### src/rtl/bus_ctrl_pkg.sv
// -----------------------------------------------------------------------------
// bus_ctrl_pkg
// Shared types and constants for the 8088-style bus cycle sequencer.
//   bus_state_t : bus cycle phase (IDLE, T1, T2, T3, TW, T4)
//   bus_req_t   : one requester's latched cycle description
//   STROBE_*    : levels for the active-low RD / WR / DEN pins
// -----------------------------------------------------------------------------
package bus_ctrl_pkg;

  localparam int ADDR_W = 20;
  localparam int DATA_W = 8;

  // RD, WR and DEN are active low.
  localparam logic STROBE_OFF = 1'b1;
  localparam logic STROBE_ON  = 1'b0;

  // Read data returned when a cycle is abandoned after too many wait states.
  localparam logic [DATA_W-1:0] TIMEOUT_RDATA = 8'hFF;

  typedef enum logic [2:0] {
    IDLE,
    T1,
    T2,
    T3,
    TW,
    T4
  } bus_state_t;

  typedef struct packed {
    logic              we;
    logic              iom;
    logic [ADDR_W-1:0] addr;
    logic [DATA_W-1:0] wdata;
  } bus_req_t;

endpackage

### src/rtl/bus_cycle_ctrl_arb.sv
// -----------------------------------------------------------------------------
// rr_arbiter2
// Two-way round-robin arbiter.
//   clk  : clock
//   srst : synchronous active-high reset (tie priority returns to requester 0)
//   en   : arbitration window; grant is zero and the pointer holds when low
//   req  : request vector
//   gnt  : one-hot grant (combinational from req, en and the pointer)
// The pointer names the requester that wins a tie. It is updated on every
// grant, so the requester granted most recently loses the next tie.
// -----------------------------------------------------------------------------
module rr_arbiter2 (
  input  logic       clk,
  input  logic       srst,
  input  logic       en,
  input  logic [1:0] req,
  output logic [1:0] gnt
);

  logic prio_reg;  // 0: requester 0 wins a tie, 1: requester 1 wins a tie

  always_comb begin
    gnt = 2'b00;
    if (en) begin
      case (req)
        2'b01:   gnt = 2'b01;
        2'b10:   gnt = 2'b10;
        2'b11:   gnt = prio_reg ? 2'b10 : 2'b01;
        default: gnt = 2'b00;
      endcase
    end
  end

  always_ff @(posedge clk) begin
    if (srst) begin
      prio_reg <= 1'b0;
    end else if (|gnt) begin
      // Granting requester 0 hands the tie to requester 1, and vice versa.
      prio_reg <= gnt[0];
    end
  end

endmodule

### src/rtl/bus_cycle_ctrl.sv
// -----------------------------------------------------------------------------
// bus_cycle_ctrl
// Minimum-mode 8088-style bus cycle sequencer with a two-port round-robin
// arbiter. Each grant runs one T1-T2-T3-(TW)*-T4 byte cycle.
//
// Requester side (per requester i):
//   REQ[i], REQ_WE[i], REQ_IOM[i], REQ_ADDR[i], REQ_WDATA[i]  request + payload
//   GNT[i]  owner flag T1..T4    DONE[i]  one-cycle pulse in T4
//   ERR     T4 pulse for a timed-out cycle
//   RDATA   captured read data, held until the next capture
// Bus side:
//   READY   device ready, sampled at the end of T3 and each TW
//   ALE, RD, WR, DEN (active low), IOM, DTR, A_OUT[19:8]
//   AD_OUT / AD_OE / AD_IN  multiplexed low address / data byte
//
// Every bus pin comes from a flop or from a decode of the state register and
// the latched request; REQ and READY only reach the pins through registers.
// -----------------------------------------------------------------------------
module bus_cycle_ctrl
  import bus_ctrl_pkg::*;
#(
  parameter int NREQ     = 2,
  parameter int MAX_WAIT = 15,
  parameter int WCNT_W   = 4
) (
  input  logic                           CLK,
  input  logic                           RESET,
  input  logic [NREQ-1:0]                REQ,
  input  logic [NREQ-1:0]                REQ_WE,
  input  logic [NREQ-1:0]                REQ_IOM,
  input  logic [NREQ-1:0][ADDR_W-1:0]    REQ_ADDR,
  input  logic [NREQ-1:0][DATA_W-1:0]    REQ_WDATA,
  output logic [NREQ-1:0]                GNT,
  output logic [NREQ-1:0]                DONE,
  output logic                           ERR,
  output logic [DATA_W-1:0]              RDATA,
  input  logic                           READY,
  output logic                           ALE,
  output logic                           RD,
  output logic                           WR,
  output logic                           IOM,
  output logic                           DTR,
  output logic                           DEN,
  output logic [ADDR_W-9:0]              A_OUT,
  output logic [DATA_W-1:0]              AD_OUT,
  output logic                           AD_OE,
  input  logic [DATA_W-1:0]              AD_IN
);

  bus_state_t        state_reg;
  bus_req_t          req_reg;     // owner's payload, latched entering T1
  logic [WCNT_W-1:0] wcnt_reg;    // TW states spent in the current cycle

  bus_req_t          req_in [NREQ];
  bus_req_t          win_req;
  logic [1:0]        arb_gnt;
  logic              arb_en;
  logic              wait_limit;

  // ---------------------------------------------------------------------------
  // Gather each requester's payload into the shared request struct.
  // ---------------------------------------------------------------------------
  for (genvar gi = 0; gi < NREQ; gi++) begin : g_req
    assign req_in[gi] = '{
      we:    REQ_WE[gi],
      iom:   REQ_IOM[gi],
      addr:  REQ_ADDR[gi],
      wdata: REQ_WDATA[gi]
    };
  end

  // ---------------------------------------------------------------------------
  // Arbitration happens only when the bus is free to start a new cycle:
  // in IDLE and in T4 (which may chain straight into T1).
  // ---------------------------------------------------------------------------
  assign arb_en = (state_reg == IDLE) || (state_reg == T4);

  rr_arbiter2 u_arb (
    .clk  (CLK),
    .srst (RESET),
    .en   (arb_en),
    .req  (REQ),
    .gnt  (arb_gnt)
  );

  assign win_req    = arb_gnt[1] ? req_in[1] : req_in[0];
  assign wait_limit = (wcnt_reg == WCNT_W'(MAX_WAIT));

  // ---------------------------------------------------------------------------
  // Address-side outputs decode straight from the latched request. The low
  // AD byte carries the address only during T1 and the write data afterwards;
  // AD_OE decides whether the pins actually drive it.
  // ---------------------------------------------------------------------------
  assign A_OUT  = req_reg.addr[ADDR_W-1:8];
  assign AD_OUT = (state_reg == T1) ? req_reg.addr[7:0] : req_reg.wdata;
  assign IOM    = req_reg.iom;
  assign DTR    = req_reg.we;

  // ---------------------------------------------------------------------------
  // Cycle sequencer. Strobes are registered: each transition loads the
  // values that belong to the state being entered.
  // ---------------------------------------------------------------------------
  always_ff @(posedge CLK) begin
    if (RESET) begin
      state_reg <= IDLE;
      req_reg   <= '0;
      wcnt_reg  <= '0;
      GNT       <= '0;
      DONE      <= '0;
      ERR       <= 1'b0;
      RDATA     <= '0;
      ALE       <= 1'b0;
      RD        <= STROBE_OFF;
      WR        <= STROBE_OFF;
      DEN       <= STROBE_OFF;
      AD_OE     <= 1'b0;
    end else begin
      // DONE and ERR are single-cycle pulses that only T4 entry raises.
      DONE <= '0;
      ERR  <= 1'b0;

      case (state_reg)
        IDLE, T4: begin
          if (|arb_gnt) begin
            // Start a cycle: latch the winner and present the address.
            state_reg <= T1;
            req_reg   <= win_req;
            GNT       <= arb_gnt;
            wcnt_reg  <= '0;
            ALE       <= 1'b1;
            AD_OE     <= 1'b1;
            RD        <= STROBE_OFF;
            WR        <= STROBE_OFF;
            DEN       <= STROBE_OFF;
          end else begin
            state_reg <= IDLE;
            GNT       <= '0;
            ALE       <= 1'b0;
            AD_OE     <= 1'b0;
            RD        <= STROBE_OFF;
            WR        <= STROBE_OFF;
            DEN       <= STROBE_OFF;
          end
        end

        T1: begin
          state_reg <= T2;
          ALE       <= 1'b0;
          DEN       <= STROBE_ON;
          if (req_reg.we) begin
            WR    <= STROBE_ON;
            AD_OE <= 1'b1;
          end else begin
            // Release the AD bus so the device can drive read data.
            RD    <= STROBE_ON;
            AD_OE <= 1'b0;
          end
        end

        T2: begin
          state_reg <= T3;
        end

        T3, TW: begin
          if (READY || wait_limit) begin
            state_reg <= T4;
            DONE      <= GNT;
            ERR       <= !READY;
            RD        <= STROBE_OFF;
            WR        <= STROBE_OFF;
            DEN       <= STROBE_OFF;
            AD_OE     <= 1'b0;
            if (!req_reg.we) begin
              RDATA <= READY ? AD_IN : TIMEOUT_RDATA;
            end
          end else begin
            state_reg <= TW;
            wcnt_reg  <= wcnt_reg + 1'b1;
          end
        end

        default: begin
          state_reg <= IDLE;
          GNT       <= '0;
          ALE       <= 1'b0;
          AD_OE     <= 1'b0;
          RD        <= STROBE_OFF;
          WR        <= STROBE_OFF;
          DEN       <= STROBE_OFF;
        end
      endcase
    end
  end

  // ---------------------------------------------------------------------------
  // Structural invariants.
  // ---------------------------------------------------------------------------
  a_gnt_onehot : assert property (@(posedge CLK) disable iff (RESET)
    $onehot0(GNT));

  a_ale_only_t1 : assert property (@(posedge CLK) disable iff (RESET)
    ALE |-> (state_reg == T1));

  a_rd_wr_excl : assert property (@(posedge CLK) disable iff (RESET)
    !(RD == STROBE_ON && WR == STROBE_ON));

endmodule

### config.mk
export PLATFORM = sky130hd
export DESIGN_NAME = bus_cycle_ctrl
export DESIGN_NICKNAME = d
export VERILOG_FILES = /design/src/rtl/bus_ctrl_pkg.sv /design/src/rtl/bus_cycle_ctrl_arb.sv /design/src/rtl/bus_cycle_ctrl.sv
export SDC_FILE = /design/constraint.sdc
export NUM_CORES = 1
export LEC_CHECK = 0
export ABC_CLOCK_PERIOD_IN_PS = 4000
export BUFFER_PORTS_ARGS = -buffer_cell sky130_fd_sc_hd__buf_2
export CELL_PAD_IN_SITES_DETAIL_PLACEMENT = 1
export CELL_PAD_IN_SITES_GLOBAL_PLACEMENT = 1
export CORE_UTILIZATION = 35
export DETAILED_ROUTE_END_ITERATION = 10
export PLACE_DENSITY = 0.81
export SLEW_MARGIN = 30
export SYNTH_ARGS = -nofsm -noshare
export SYNTH_HDL_FRONTEND = slang
export SYNTH_SLANG_ARGS = --single-unit
### constraint.sdc
create_clock -name CLK -period 4 [get_ports CLK]
set_input_delay 0.6 -clock CLK [delete_from_list [all_inputs] [get_ports CLK]]
set_output_delay 0.6 -clock CLK [all_outputs]
set_load 0.005 [all_outputs]
==> results of run 1 <==
==> area by class of cell <==
class,instances,area (um2),share of cell area
tap,99,124,0.0379
clock buffer,5,68.8,0.0210
inverter,10,37.5,0.0115
timing repair buffer,114,578,0.177
multi-input combinational,214,1300,0.397
clock inverter,3,42.5,0.0130
sequential,56,1120,0.343
==> worst reg2reg max path: cells and delay by family (launching register included) <==
kind | cells | cell delay (ns)
and+or+nand+nor | 2 | 0.64
AOI/OAI and AO/OA | 1 | 0.27
DFF | 1 | 0.55
buffers and inverters | 1 | 0.52
xor gates and xnor gates | 1 | 0.27
==> per-stage QoR <==
| stage | std cells | area (um2) | setup slack (ns) | util | power (mW) |
|---|---|---|---|---|---|
| floorplan | 316 | 2640 | 1.96 | - | 1.63 |
| global placement | 493 | 3160 | 1.61 | 0.433 | 1.86 |
| detailed placement | 493 | 3160 | 1.51 | 0.433 | 1.89 |
| CTS | 501 | 3270 | 1.13 | 0.449 | 2.27 |
| global route | 501 | 3270 | 1.07 | 0.449 | 2.44 |
| finish | 501 | 3270 | 1.20 | 0.449 | 2.24 |
==> cells in the mapped netlist, drive strengths merged <==
cell type	count	area [um2]
or3b	1	11.3
nand3	5	25.0
dfxtp	56	1120
a21oi	8	40.0
nand3b	2	15.0
a31oi	2	18.8
mux2	8	90.1
nand2	63	236
a21o	3	22.5
and3b	1	10.0
nor2	46	173
nor2b	1	6.26
and2	2	12.5
a211oi	2	27.5
or2	1	6.26
xnor2	3	26.3
inv	10	37.5
a31o	2	17.5
clkbuf	16	60.1
or3	1	6.26
nor4b	1	15.0
a32oi	1	8.76
o211ai	2	15.0
and2b	1	8.76
buf	20	145
nor3	6	35.0
o21ai	4	20.0
xor2	2	17.5
ha	1	12.5
a311oi	40	363
or4b	1	10.0
nor4	1	6.26
nor3b	3	22.5
==> power groups by stage <==
stage                     Clock [mW]  Sequential [mW]  Combinational, mW
after global routing           0.409            0.933               1.10
after detailed placement           0            0.919              0.972
after floorplan                    0            0.869              0.759
after CTS                      0.390            0.909              0.975
after global placement             0            0.914              0.949
final                          0.377            0.904              0.958
==> worst paths after layout <==
| kind | end | slack [ns] | cells past startpoint | start |
|---|---|---|---|---|
| setup / recovery | AD_OUT[7] | 1.20 | 3 | state_reg[0]$_SDFF_PP0_ |
| hold / removal | RD$_SDFFE_PP1P_ | 0.46 | 1 | RD$_SDFFE_PP1P_ |
| hold reg to reg | RD$_SDFFE_PP1P_ | 0.46 | 1 | RD$_SDFFE_PP1P_ |
| setup reg to reg | req_reg[4]$_SDFFE_PP0P_ | 1.66 | 5 | state_reg[0]$_SDFF_PP0_ |
==> metal layers <==
layer / up-vias / wire length, um / track usage
met5: - / 0 / 0
met4: 0 / 101 / 0.0601
met3: 10 / 368 / 0.0443
met2: 75 / 3370 / 0.317
met1: 1156 / 3050 / 0.222
li1: 1263 / - / -
==> logic make-up (layout without fill, tap and decap cells) <==
family / after synthesis / in the layout / synth area share
AO/OA/AOI/OAI: 64 / 64 / 0.202
XOR/XNOR: 5 / 5 / 0.0166
adder cells (fa/ha/maj): 1 / 1 / 0.00473
buffers and inverters: 46 / 132 / 0.0919
flip-flops: 56 / 56 / 0.424
multiplexers: 8 / 8 / 0.0341
AND/OR/NAND/NOR: 136 / 136 / 0.227
==> cells in the final DEF (no fill, tap or decap), drive strengths merged <==
cell type,instances
a31oi,2
a21o,3
nor3,6
a32oi,1
or4b,1
bufinv,1
xor2,2
or3,1
clkinv,1
a21oi,8
nor2b,1
or3b,1
o21ai,4
clkbuf,5
a311oi,40
inv,10
nor2,46
nor4,1
xnor2,3
clkinvlp,1
buf,114
o211ai,2
and2,2
nand3b,2
nor4b,1
nand3,5
ha,1
or2,1
nor3b,3
and2b,1
a31o,2
nand2,63
mux2,8
a211oi,2
dfxtp,56
and3b,1
==> results.json, run 1 <==
{
  "min_path_type": "flip-flop to flip-flop",
  "fp.dieH_um": 88.9,
  "overflow": 0,
  "synth_warnings": 0,
  "intPower_mw": 1.38,
  "cts_tree": "done",
  "antenna_found_initial": 0,
  "antenna_cells": 0,
  "net-switching-power_mw": 0.863,
  "crit_fanout": 11,
  "cp-start-kind": "flip-flop",
  "crit_buf_inv": 1,
  "clk_pin_slew_worst_paths_ns": 0.10,
  "path_class": "flip-flop to primary output",
  "power_density_nw_per_um2": 684,
  "htreeDepth": 2,
  "dp_hpwl_mm": 4.93,
  "finalMaxSlewViolations": 0,
  "drt_wl_total_mm": 6.89,
  "grt_pass1_wl_mm": 11.1,
  "crit_required_ns": 3.40,
  "wl_per_cell_um": 13.8,
  "seqPwrFrac": 0.404,
  "path_cells": "nor3b_2 > mux2_2 > buf_2",
  "cts_buffers": 5,
  "clkLatencyLatePin_ns": 0.32,
  "cpPeakStageDelay_ns": 0.79,
  "grt_usage": 0.182,
  "core_um2": 7290,
  "synth_cells": 316,
  "grt_pass1_vias": 2391,
  "finalSetupTns_ns": 0,
  "setup_viol": 0,
  "cts-root-buf": "clkbuf_8",
  "hold_violations": 0,
  "fill_cells": 931,
  "largest_reg_flops": 16,
  "die_w_um": 88.9,
  "critPathTopFamily": "simple AND/OR/NAND/NOR gates",
  "vias_per_cell": 5.00,
  "yosys.cell_types.count": 39,
  "grt_max_degree": 54,
  "finalCritPeriodShare": 0.700,
  "postSynthAreaPerCell_um2": 8.36,
  "cts_buffer_depth": 2,
  "min_period_ns": 2.80,
  "start_util": 0.362,
  "cap_viol_max_count": 0,
  "ys_ff_latch": 56,
  "cts_hold_buffers": 0,
  "ioPinCount": 113,
  "outcome": "finished clean",
  "cts_resized": 0,
  "critPathArrivalTime_ns": 2.20,
  "p_leak_nw": 1.47,
  "drtAntennaViolNets": 0,
  "dr.pass1.iters": 4,
  "rsz0062_at_grt": "false",
  "slew-limit-headroom": 0.410,
  "drive_gt1_frac": 0.358,
  "cts.sinks": 56,
  "fmax_mhz": 357,
  "drc": 0,
  "synthToLayoutAreaGrowth_pct": 23.8,
  "rows": 31,
  "yosysSeqAreaShare": 0.424,
  "fin_nets": 475,
  "port_buffers": 112,
  "swShare": 0.386,
  "crit_path_end_kind": "primary output",
  "synth_area_um2": 2640,
  "whs_ns": 0.459,
  "clock_skew_ns": 0.00808,
  "drtIter0Drc": 82,
  "die_area_um2": 7900,
  "postCtsSetupBuffers": 0,
  "worstMarginPinSlew_ns": 0.882,
  "cp_slowest_cell": "nor3b_2",
  "ir_worst_vdd_uv": 229,
  "dr_total_vias": 2504,
  "place_congestion": 0.720,
  "clkPwrFrac": 0.168,
  "p_comb_frac": 0.428,
  "syn_nets": 390
}
(Power assumes the default switching activity.)
==> run 2, diff against run 1 <==
- ABC_CLOCK_PERIOD_IN_PS: 4000 -> 2900
- CORE_UTILIZATION: 35 -> 34
- PLACE_DENSITY: 0.81 -> 0.79
- clock period: 4 -> 2.9 ns (I/O delays scaled with it)
==> run 2 against run 1 <==
Net effect:
- routed wire length increased by 2.7%
- setup slack got worse by 0.59 ns
- non-clock buffer count increased by 4
- sequential cell count unchanged
- first-iteration DRC count decreased by 8.5%
- register-to-register slack got worse by 1.1 ns
- via count increased by 1.4%
- final cell count increased by 0.80%
- clock skew decreased by 0.0023 ns
- critical endpoint is now A_OUT[6]$_SDFFE_PP0P_
- largest cell class unchanged
==> results.json, run 2 (synthesized netlist as in run 1, its figures left out) <==
{
  "largest_reg_flops": 16,
  "path_cells": "xor2_1 > or4b_2 > nand2_1 > a311oi_1",
  "overflow": 0,
  "drt_wl_total_mm": 7.08,
  "cts_buffer_depth": 2,
  "die_area_um2": 8130,
  "postCtsSetupBuffers": 0,
  "clk_pin_slew_worst_paths_ns": 0.10,
  "synthToLayoutAreaGrowth_pct": 24.5,
  "crit_required_ns": 3.06,
  "final_cell_mix": "buf_2, nand2_1, dfxtp_1",
  "swShare": 0.389,
  "ir_worst_vdd_uv": 337,
  "fp.dieH_um": 90.2,
  "p_leak_nw": 1.49,
  "drtAntennaViolNets": 0,
  "grt_pass1_vias": 2674,
  "cts_buffers": 5,
  "fmax_mhz": 436,
  "place_ws_ns": 0.611,
  "cap_viol_max_count": 0,
  "seqPwrFrac": 0.405,
  "fin_nets": 479,
  "min_period_ns": 2.29,
  "cp_slowest_cell": "or4b_2",
  "antenna_found_initial": 0,
  "cts-root-buf": "clkbuf_8",
  "crit_fanout": 30,
  "min_path_type": "input pin to flip-flop",
  "cts.sinks": 56,
  "grt_pass1_wl_mm": 12.4,
  "start_util": 0.359,
  "dr_total_vias": 2538,
  "clkLatencyLatePin_ns": 0.30,
  "clock_skew_ns": 0.00578,
  "hold_violations": 0,
  "htreeDepth": 2,
  "power_density_nw_per_um2": 933,
  "dr.pass1.iters": 4,
  "outcome": "finished clean",
  "worstMarginPinSlew_ns": 0.727,
  "net-switching-power_mw": 1.19,
  "critPathArrivalTime_ns": 2.45,
  "crit_path_end_kind": "flip-flop",
  "place_congestion": 0.737,
  "port_buffers": 112,
  "rsz0062_at_grt": "false",
  "crit_buf_inv": 0,
  "slew-limit-headroom": 0.516,
  "drtIter0Drc": 75,
  "finalCritPeriodShare": 0.790,
  "finalMaxSlewViolations": 0,
  "ioPinCount": 113,
  "cpPeakStageDelay_ns": 1.04,
  "critPathTopFamily": "simple AND/OR/NAND/NOR gates",
  "vias_per_cell": 5.03,
  "cts_resized": 0,
  "die_w_um": 90.2,
  "cp-start-kind": "flip-flop",
  "grt_usage": 0.183,
  "clkPwrFrac": 0.144,
  "dp_hpwl_mm": 5.27,
  "wl_per_cell_um": 14.0,
  "path_class": "flip-flop to flip-flop",
  "drive_gt1_frac": 0.360,
  "cts_tree": "done",
  "p_comb_frac": 0.451,
  "antenna_cells": 0,
  "intPower_mw": 1.88,
  "grt_max_degree": 45,
  "setup_viol": 0,
  "rows": 31,
  "finalSetupTns_ns": 0,
  "cts_hold_buffers": 0,
  "setup_slack_ns": 0.608,
  "final_common_cell": "buf_2",
  "drc": 0,
  "core_um2": 7370
}
-- run 2: cell types whose count changed in the layout (fill, tap and decap cells not counted), sizes merged --
| cell | before | now |
|---|---|---|
| clkbuf | 5 | 8 |
| clkinv | 1 | 0 |
| bufinv | 1 | 0 |
| clkinvlp | 1 | 0 |
| buf | 114 | 118 |
-- run 2: layout make-up --
type,instances,area [um2]
clock buffers,8,90.1
fillers,932,4080
inverters,10,37.5
multi-input cells,214,1300
flip-flops and latches,56,1120
well taps,99,124
repair buffers,118,618
-- run 2: worst paths after layout --
| path | end | depth (start not counted) | slack (ns) | start |
|---|---|---|---|---|
| setup reg to reg | A_OUT[6]$_SDFFE_PP0P_ | 4 | 0.61 | state_reg[2]$_SDFF_PP0_ |
| hold / removal | RDATA[1]$_SDFFE_PP0P_ | 3 | 0.38 | AD_IN[1] |
| setup / recovery | A_OUT[6]$_SDFFE_PP0P_ | 4 | 0.61 | state_reg[2]$_SDFF_PP0_ |
| hold reg to reg | WR$_SDFFE_PP1P_ | 1 | 0.46 | WR$_SDFFE_PP1P_ |
-- run 2: per-stage QoR --
stage,total power [mW],utilization,instance area (um2),cells,hold WS (ns)
2_1_floorplan,2.24,-,2640,316,0.451
3_3_place_gp,2.61,0.434,3200,497,0.436
3_5_place_dp,2.67,0.434,3200,497,0.443
4_1_cts,3.12,0.446,3290,505,0.367
5_1_grt,3.35,0.446,3290,505,0.371
6_report,3.07,0.446,3290,505,0.377
-- run 2: routing by layer --
layer  wire, um  track usage  vias up
met5          0            0        -
met4         51       0.0336        0
met1       3090        0.224     1195
met3        406       0.0465        5
li1           -            -     1271
met2       3530        0.324       67
-- run 2: worst register-to-register path: stages, from the launching register on --
cell and delay (ns):
dfxtp_1 0.55, xor2_1 0.26, or4b_2 1.05, nand2_1 0.19, a311oi_1 0.10
-- run 2: power by group through the flow --
stage	sequential (mW)	combinational (mW)	clock [mW]
2_1_floorplan	1.20	1.05	0
5_1_grt	1.29	1.56	0.495
6_report	1.24	1.38	0.443
3_3_place_gp	1.25	1.36	0
3_5_place_dp	1.27	1.41	0
4_1_cts	1.25	1.41	0.459
==> run 3, diff against run 2 <==
- ABC_CLOCK_PERIOD_IN_PS: 2900 -> 2300
- clock period: 2.9 -> 2.3 ns (I/O delays scaled with it)
==> run 3 against run 2 <==
Net effect:
- count of clock-buffer cells in the layout decreased by 3
- setup slack got worse by 0.43 ns
- non-clock buffer count increased by 8
- die area unchanged
- final area increased by 1.7%
- largest cell class unchanged
- register-to-register slack got worse by 0.43 ns
- via count increased by 0.83%
- sequential power increased by 24%
- sequential cell count unchanged
- clock power increased by 38%
- clock skew increased by 0.0014 ns
==> results.json, run 3 (synthesized netlist as in run 1, its figures left out) <==
{
  "outcome": "finished clean",
  "finalMaxSlewViolations": 0,
  "clock_skew_ns": 0.00722,
  "cts_hold_buffers": 0,
  "dr.pass1.iters": 4,
  "rsz0062_at_grt": "false",
  "crit_fanout": 30,
  "power_mw": 3.96,
  "antenna_found_initial": 0,
  "fmax_mhz": 470,
  "min_path_type": "input pin to flip-flop",
  "port_buffers": 112,
  "path_class": "flip-flop to flip-flop",
  "finalCritPeriodShare": 0.924,
  "drc": 0,
  "vias_per_cell": 5.01,
  "grt_usage": 0.175,
  "slew-limit-headroom": 0.513,
  "intPower_mw": 2.46,
  "core_um2": 7370,
  "cts_buffer_depth": 2,
  "power_density_nw_per_um2": 1180,
  "whs_ns": 0.291,
  "cp_slowest_cell": "or4b_2",
  "clk_pin_slew_worst_paths_ns": 0.09,
  "ioPinCount": 113,
  "rows": 31,
  "grt_pass1_vias": 2564,
  "dr_total_vias": 2559,
  "swShare": 0.377,
  "cts_resized": 0,
  "die_area_um2": 8130,
  "fin_nets": 487,
  "drtAntennaViolNets": 0,
  "place_congestion": 0.757,
  "drt_wl_total_mm": 7.07,
  "final_cell_mix": "buf_2, nand2_1, dfxtp_1",
  "regArea_um2": 1120,
  "start_util": 0.359,
  "post-route-util": 0.454,
  "crit_required_ns": 2.46,
  "place_area_um2": 3250,
  "cpPeakStageDelay_ns": 1.00,
  "worstMarginPinSlew_ns": 0.730,
  "overflow": 0,
  "cts-root-buf": "clkbuf_8",
  "clkLatencyLatePin_ns": 0.30,
  "grt_max_degree": 37,
  "cap_viol_max_count": 0,
  "dp_hpwl_mm": 5.15,
  "fill_cells": 946,
  "drtIter0Drc": 66,
  "cts_buffers": 5,
  "net-switching-power_mw": 1.49,
  "multiInputGateArea_um2": 1300,
  "crit_path_end_kind": "flip-flop",
  "hold_violations": 0,
  "antenna_cells": 0,
  "synthToLayoutAreaGrowth_pct": 26.6,
  "wl_per_cell_um": 13.8,
  "finalInstanceArea_um2": 3350,
  "htreeDepth": 2,
  "largest_reg_flops": 16,
  "drive_gt1_frac": 0.374,
  "cts.sinks": 56,
  "grt_pass1_wl_mm": 11.8,
  "min_period_ns": 2.13,
  "die_w_um": 90.2,
  "p_leak_nw": 1.53,
  "postCtsSetupBuffers": 0,
  "critPathArrivalTime_ns": 2.28,
  "cp-start-kind": "flip-flop",
  "finalSetupTns_ns": 0,
  "final_common_cell": "buf_2",
  "fp.dieH_um": 90.2,
  "seqPwrFrac": 0.390,
  "ir_worst_vdd_uv": 552,
  "clkPwrFrac": 0.154,
  "cts_tree": "done",
  "setup_viol": 0,
  "path_cells": "xor2_1 > or4b_2 > nand2_1 > a311oi_1",
  "p_comb_frac": 0.456
}
## run 3: path summary, 6_finish.rpt
path                      startpoint                 endpoint  slack [ns]  depth (start not counted)
max          state_reg[2]$_SDFF_PP0_    A_OUT[4]$_SDFFE_PP0P_        0.17                          4
min                    REQ_WDATA[10]  req_reg[2]$_SDFFE_PP0P_        0.29                          3
max reg2reg  state_reg[2]$_SDFF_PP0_    A_OUT[4]$_SDFFE_PP0P_        0.17                          4
min reg2reg          RD$_SDFFE_PP1P_          RD$_SDFFE_PP1P_        0.46                          1
## run 3: area by class of cell
class / instances / area share
tap: 99 / 0.0370
inverter: 10 / 0.0112
sequential: 56 / 0.335
clock inverter: 1 / 0.00898
timing repair buffer: 126 / 0.199
clock buffer: 5 / 0.0206
multi-input combinational: 214 / 0.388
## run 3: critical path, delay by kind of cell, from the launching register on
kind / cells / cell delay, ns
DFF: 1 / 0.54
AOI/OAI and AO/OA: 1 / 0.10
xor gates and xnor gates: 1 / 0.14
and+or+nand+nor: 2 / 1.19
## run 3: stage by stage
stage	cells	worst slack, ns
after floorplan	316	0.516
after global placement	505	0.260
after detailed placement	505	0.189
after CTS	511	0.164
after global routing	511	0.0470
final	511	0.174
## run 3: metal layers
layer / up-vias / part of all wire / global-route usage / wire (um)
met4: 0 / 0.0089 / 0.0484 / 63
li1: 1288 / - / - / -
met5: - / 0 / 0 / 0
met1: 1194 / 0.46 / 0.216 / 3240
met2: 71 / 0.48 / 0.306 / 3390
met3: 6 / 0.053 / 0.0389 / 374
## run 3: power by group through the flow
stage | Clock (mW) | Sequential (mW) | Combinational, mW
floorplan | 0 | 1.51 | 1.32
global placement | 0 | 1.55 | 1.78
detailed placement | 0 | 1.57 | 1.82
CTS | 0.637 | 1.55 | 1.84
global route | 0.667 | 1.59 | 2.03
finish | 0.610 | 1.54 | 1.80
